$ cat src/rtl/serial_magnitude_comparator_if.sv
// Request/result bundle for the serial magnitude comparator.
// The master issues operands and start; the slave reports busy/done and the g/e/l flags.
interface serial_magnitude_comparator_if #(
    parameter int WIDTH = 16
);
    logic             start;
    logic             signed_mode;
    logic [WIDTH-1:0] a;
    logic [WIDTH-1:0] b;
    logic             busy;
    logic             done;
    logic             g;
    logic             e;
    logic             l;

    modport master (
        output start,
        output signed_mode,
        output a,
        output b,
        input  busy,
        input  done,
        input  g,
        input  e,
        input  l
    );

    modport slave (
        input  start,
        input  signed_mode,
        input  a,
        input  b,
        output busy,
        output done,
        output g,
        output e,
        output l
    );
endinterface

$ cat src/rtl/serial_magnitude_comparator.sv
// Multi-cycle magnitude comparator: walks DIGIT-bit slices MSB-first and stops at the
// first differing slice. Signed compares reuse the unsigned path via offset-binary mapping.
module serial_magnitude_comparator #(
    parameter int WIDTH = 16,
    parameter int DIGIT = 4
) (
    input  logic                         clk,
    input  logic                         rst,
    serial_magnitude_comparator_if.slave bus
);
    localparam int N     = WIDTH / DIGIT;
    localparam int IDX_W = (N > 1) ? $clog2(N) : 1;
    localparam logic [IDX_W-1:0] IDX_TOP = IDX_W'(N - 1);

    typedef enum logic {
        IDLE,
        COMPARE
    } state_t;

    state_t           state_reg;
    logic [WIDTH-1:0] a_reg;
    logic [WIDTH-1:0] b_reg;
    logic [IDX_W-1:0] idx_reg;
    logic             busy_reg;
    logic             done_reg;
    logic             g_reg;
    logic             e_reg;
    logic             l_reg;

    logic [WIDTH-1:0] sign_bit;
    logic [DIGIT-1:0] a_slices [N];
    logic [DIGIT-1:0] b_slices [N];
    logic [DIGIT-1:0] a_cur;
    logic [DIGIT-1:0] b_cur;
    logic             slice_gt;
    logic             slice_lt;

    always_comb begin
        sign_bit            = '0;
        sign_bit[WIDTH-1]   = 1'b1;
    end

    genvar gi;
    generate
        for (gi = 0; gi < N; gi++) begin : g_slice
            assign a_slices[gi] = a_reg[gi*DIGIT +: DIGIT];
            assign b_slices[gi] = b_reg[gi*DIGIT +: DIGIT];
        end

        if (N == 1) begin : g_single
            assign a_cur = a_slices[0];
            assign b_cur = b_slices[0];
        end else begin : g_multi
            assign a_cur = a_slices[idx_reg];
            assign b_cur = b_slices[idx_reg];
        end
    endgenerate

    assign slice_gt = (a_cur > b_cur);
    assign slice_lt = (a_cur < b_cur);

    // The sign bit is flipped at capture time; only the top slice sees the difference,
    // and the XOR of the two operands is unchanged so early termination is unaffected.
    always_ff @(posedge clk) begin
        if (rst) begin
            state_reg <= IDLE;
            a_reg     <= '0;
            b_reg     <= '0;
            idx_reg   <= '0;
            busy_reg  <= 1'b0;
            done_reg  <= 1'b0;
            g_reg     <= 1'b0;
            e_reg     <= 1'b0;
            l_reg     <= 1'b0;
        end else begin
            done_reg <= 1'b0;
            case (state_reg)
                IDLE: begin
                    if (bus.start) begin
                        a_reg     <= bus.signed_mode ? (bus.a ^ sign_bit) : bus.a;
                        b_reg     <= bus.signed_mode ? (bus.b ^ sign_bit) : bus.b;
                        idx_reg   <= IDX_TOP;
                        busy_reg  <= 1'b1;
                        state_reg <= COMPARE;
                    end
                end
                COMPARE: begin
                    if (slice_gt || slice_lt) begin
                        g_reg     <= slice_gt;
                        l_reg     <= slice_lt;
                        e_reg     <= 1'b0;
                        done_reg  <= 1'b1;
                        busy_reg  <= 1'b0;
                        state_reg <= IDLE;
                    end else if (idx_reg == '0) begin
                        g_reg     <= 1'b0;
                        l_reg     <= 1'b0;
                        e_reg     <= 1'b1;
                        done_reg  <= 1'b1;
                        busy_reg  <= 1'b0;
                        state_reg <= IDLE;
                    end else begin
                        idx_reg <= idx_reg - 1'b1;
                    end
                end
                default: begin
                    state_reg <= IDLE;
                    busy_reg  <= 1'b0;
                end
            endcase
        end
    end

    assign bus.busy = busy_reg;
    assign bus.done = done_reg;
    assign bus.g    = g_reg;
    assign bus.e    = e_reg;
    assign bus.l    = l_reg;
endmodule

$ cat src/flat_wrapper.sv
// flat-port wrapper written by rule: the top's interface ports become plain ports
module serial_magnitude_comparator_flat 
#(
    parameter int WIDTH = 16,
    parameter int DIGIT = 4
)
  (clk, rst, bus_start, bus_signed_mode, bus_a, bus_b, bus_busy, bus_done, bus_g, bus_e, bus_l);
  serial_magnitude_comparator_if #(.WIDTH(WIDTH)) bus_i ();
  input  logic clk;
  input  logic rst;
  input wire logic [$bits(bus_i.start)-1:0] bus_start;
  input wire logic [$bits(bus_i.signed_mode)-1:0] bus_signed_mode;
  input wire logic [$bits(bus_i.a)-1:0] bus_a;
  input wire logic [$bits(bus_i.b)-1:0] bus_b;
  output wire logic [$bits(bus_i.busy)-1:0] bus_busy;
  output wire logic [$bits(bus_i.done)-1:0] bus_done;
  output wire logic [$bits(bus_i.g)-1:0] bus_g;
  output wire logic [$bits(bus_i.e)-1:0] bus_e;
  output wire logic [$bits(bus_i.l)-1:0] bus_l;
  assign bus_i.start = bus_start;
  assign bus_i.signed_mode = bus_signed_mode;
  assign bus_i.a = bus_a;
  assign bus_i.b = bus_b;
  assign bus_busy = bus_i.busy;
  assign bus_done = bus_i.done;
  assign bus_g = bus_i.g;
  assign bus_e = bus_i.e;
  assign bus_l = bus_i.l;
  serial_magnitude_comparator #(.WIDTH(WIDTH), .DIGIT(DIGIT)) u_core (.clk(clk), .rst(rst), .bus(bus_i));
endmodule
$ cat config.mk
export PLATFORM = sky130hd
export DESIGN_NAME = serial_magnitude_comparator_flat
export DESIGN_NICKNAME = d
export VERILOG_FILES = /design/src/rtl/serial_magnitude_comparator_if.sv /design/src/rtl/serial_magnitude_comparator.sv /design/src/flat_wrapper.sv
export SDC_FILE = /design/constraint.sdc
export NUM_CORES = 1
export LEC_CHECK = 0
export CAP_MARGIN = 0
export CELL_PAD_IN_SITES_DETAIL_PLACEMENT = 1
export CELL_PAD_IN_SITES_GLOBAL_PLACEMENT = 2
export CORE_UTILIZATION = 29
export CTS_CLUSTER_DIAMETER = 150
export DETAILED_ROUTE_END_ITERATION = 16
export GPL_TIMING_DRIVEN = 0
export PLACE_DENSITY_LB_ADDON = 0.1
export SYNTH_ARGS = -nofsm -noshare
export SYNTH_HDL_FRONTEND = slang
export SYNTH_SLANG_ARGS = --single-unit
$ cat constraint.sdc
create_clock -name clk -period 2.9 [get_ports clk]
set_clock_uncertainty 0.05 [all_clocks]
set_input_delay 0.435 -clock clk [delete_from_list [all_inputs] [get_ports clk]]
set_output_delay 0.435 -clock clk [all_outputs]
set_load 0.02 [all_outputs]
==> impl_metrics.csv <==
group,metric,value,unit
drt,vias_per_cell,4.66,
drt,wl_per_cell,13.5,um
synth,yosys_most_used_dff,"dfxtp_1",
critical_path,worstReg2RegEnd,"u_core.idx_reg[1]$_SDFFE_PP0P_",
min_path,hold_start,"u_core.a_reg[12]$_SDFFE_PP0P_",
drt,routed_wl,4390,um
grt,antenna_found_initial,0,
min_path,hold_path_end,"u_core.a_reg[12]$_SDFFE_PP0P_",
sta,hold_viol,0,
pwr,leakagePower,0.884,nW
sta,setup_tns,0,ns
critical_path,timing_worst_setup_path_type,"reg -> reg",
drt,vias,1520,
pwr,powerDensity,560,nW/um^2
clocking,clk_pin_slew_worst_paths,0.08,ns
clocking,clk_path_buf_depth,2,
clocking,cts_setup_buffers,0,
critical_path,cp-start-kind,"flop",
grt,overflow,0,
synth,synth_area,1790,sq um
drt,remaining_drc_errors,0,
synth,netlist_instances,204,
synth,synth_top_area_share,44.8,%
clocking,cts_sinks,40,
final_layout,antennaDiodeCount,0,
final_layout,final_nets,291,
drt,wl_met1,2170,um
die,io_pins,41,
synth,syn_avg_cell_area,8.75,sq um
min_path,hold-path-cell-count,2,
final_layout,regArea,801,sq um
grt,grt_use_total,15.2,%
placed_design,hpwl,3240,um
critical_path,critPathMaxFanout,9,
min_path,hold_class,"reg -> reg",
clocking,worstSkewPairLatency,0.29,ns
pwr,ir_drop,0.198,mV
placed_design,io_buffers,39,
die,initial_core_util,30.2,%
die,chipHeight,80.5,um
synth,synth_nets,245,
final_layout,multi_input_area,887,sq um
placed_design,post_dp_cell_area,2270,sq um
drt,wl_met2,2040,um
outcome,status,"completed",
drt,detail-route-antenna-nets,0,
sta,tightest_slew,0.623,ns
grt,grt_max_degree,12,
synth,synth-async-reset-ratio,0,%
die,die_w,80.5,um
die,rows,28,
synth,yosys_register_bits,40,
critical_path,regToRegStartpoint,"u_core.idx_reg[1]$_SDFFE_PP0P_",
final_layout,final_common_cell,"nand2_1",
clocking,ctsHtreeMaxLevel,2,
die,coreArea,5920,sq um
clocking,cts_buffers,5,
clocking,cts-root-buf,"clkbuf_8",
clocking,cts_tree,"done",
synth,ys_types,25,
drt,drt_iter0_markers,30,
drt,wl_met3,140,um
critical_path,crit_path_end_kind,"flop",
critical_path,worstPathRequired,3.06,ns
sta,setup_violations,0,
sta,grt_setup_unrepaired,"false",
sta,fin_crit_sh,92.3,%
final_layout,area_growth,32.2,%
critical_path,crit_start,"u_core.idx_reg[1]$_SDFFE_PP0P_",
final_layout,num-fill-cells,701,
sta,min_period,2.68,ns
sta,fmax,373,MHz
die,die-area,6470,sq um
critical_path,worst-r2r-setup-slack,0.22,ns
job,max_cap_viol_count,0,
critical_path,cp_data_arrival_time,2.84,ns
synth,synth_top_area_cell,"dfxtp_1",
final_layout,drive_above_1_share,12.7,%
synth,yosysWarnings,0,
drt,first_pass_iters,3,
sta,maxSlewHeadroom,58.4,%
sta,maxSlewViolCount,0,
synth,synth_edf_count,0,
synth,synth_area_leaders,"dfxtp_1 (45%), nand2_1 (13%), a21oi_1 (10%)",
clocking,postCtsHoldBufs,0,
grt,grt_first_pass_wirelength,7300,um
drt,top_layer_used,"met4",
critical_path,rr_worst_depth,7,
clocking,cts-resized-gates,0,
placed_design,place_congestion,0.697,
synth,ys_seq_area_share,44.8,%
final_layout,final_cell_mix,"nand2_1 (64), dfxtp_1 (40), clkdlybuf4s50_1 (39)",
grt,grt_pass1_vias,1499,
final_layout,final_area,2360,sq um
cell type report:
| type | instances | area share (%) |
|---|---|---|
| Clock buffer | 8 | 3.82 |
| Timing Repair Buffer | 39 | 16.5 |
| Sequential cell | 40 | 33.9 |
| Tap cell | 75 | 3.98 |
| Buffer | 14 | 2.70 |
| Inverter | 9 | 1.43 |
| Multi-Input combinational cell | 141 | 37.6 |
cells by family (layout without fill, tap and decap cells):
kind of cell	Yosys count	in the layout	synth area share [%]
mux	8	8	10.1
xor+xnor	2	2	0.981
flops	40	40	44.8
buf+inv	23	70	5.47
compound gates	51	51	17.5
fa+ha+maj	5	5	3.50
simple gates	75	75	17.6
synth_stat cells (2+ instances only):
cell and instances:
nand2_1 64, dfxtp_1 40, a21oi_1 37, buf_2 9
inv_1 9, mux4_2 8, clkbuf_1 5, ha_1 5
nor2_1 4, o21ai_0 4, a211oi_1 3, a21o_2 2
xnor2_1 2
per-layer routing:
metal | GRT usage, % | vias to the layer above
li1 | - | 779
met1 | 19.6 | 709
met2 | 25.4 | 27
met3 | 3.30 | 5
met4 | 4.29 | 0
met5 | 0 | -
power breakdown:
group | switching (mW) | internal (mW) | total, mW
Clock | 0.189 | 0.194 | 0.384
Sequential | 0.0183 | 0.590 | 0.608
Combinational | 0.170 | 0.160 | 0.330
critical path: stages, from the launching register on:
cell,delay (ns)
dfxtp_1,0.31
clkbuf_1,0.48
mux4_2,0.43
ha_1,0.35
nand2b_1,0.13
a311oi_4,0.47
nand2_2,0.11
a311oi_2,0.26
worst max-delay path by stage:
stage / to / slack (ns) / cells past startpoint
2_1_floorplan: u_core.idx_reg[1]$_SDFFE_PP0P_ / 0.54 / 7
3_3_place_gp: u_core.idx_reg[1]$_SDFFE_PP0P_ / 0.21 / 7
3_5_place_dp: u_core.idx_reg[1]$_SDFFE_PP0P_ / 0.24 / 7
4_1_cts: u_core.idx_reg[1]$_SDFFE_PP0P_ / 0.21 / 7
5_1_grt: u_core.idx_reg[1]$_SDFFE_PP0P_ / 0.03 / 7
6_report: u_core.idx_reg[1]$_SDFFE_PP0P_ / 0.22 / 7
per-stage QoR:
step	setup slack (ns)	hold slack [ns]	util, %	std cells	total power [mW]
after global placement	0.211	0.392	38.3	318	0.956
final	0.222	0.406	39.9	326	1.32
after CTS	0.210	0.410	39.9	326	1.34
after floorplan	0.544	0.383	-	204	0.837
after global routing	0.0308	0.425	39.9	326	1.40
after detailed placement	0.236	0.398	38.3	318	0.958
Power figures use the tool's default switching activity.
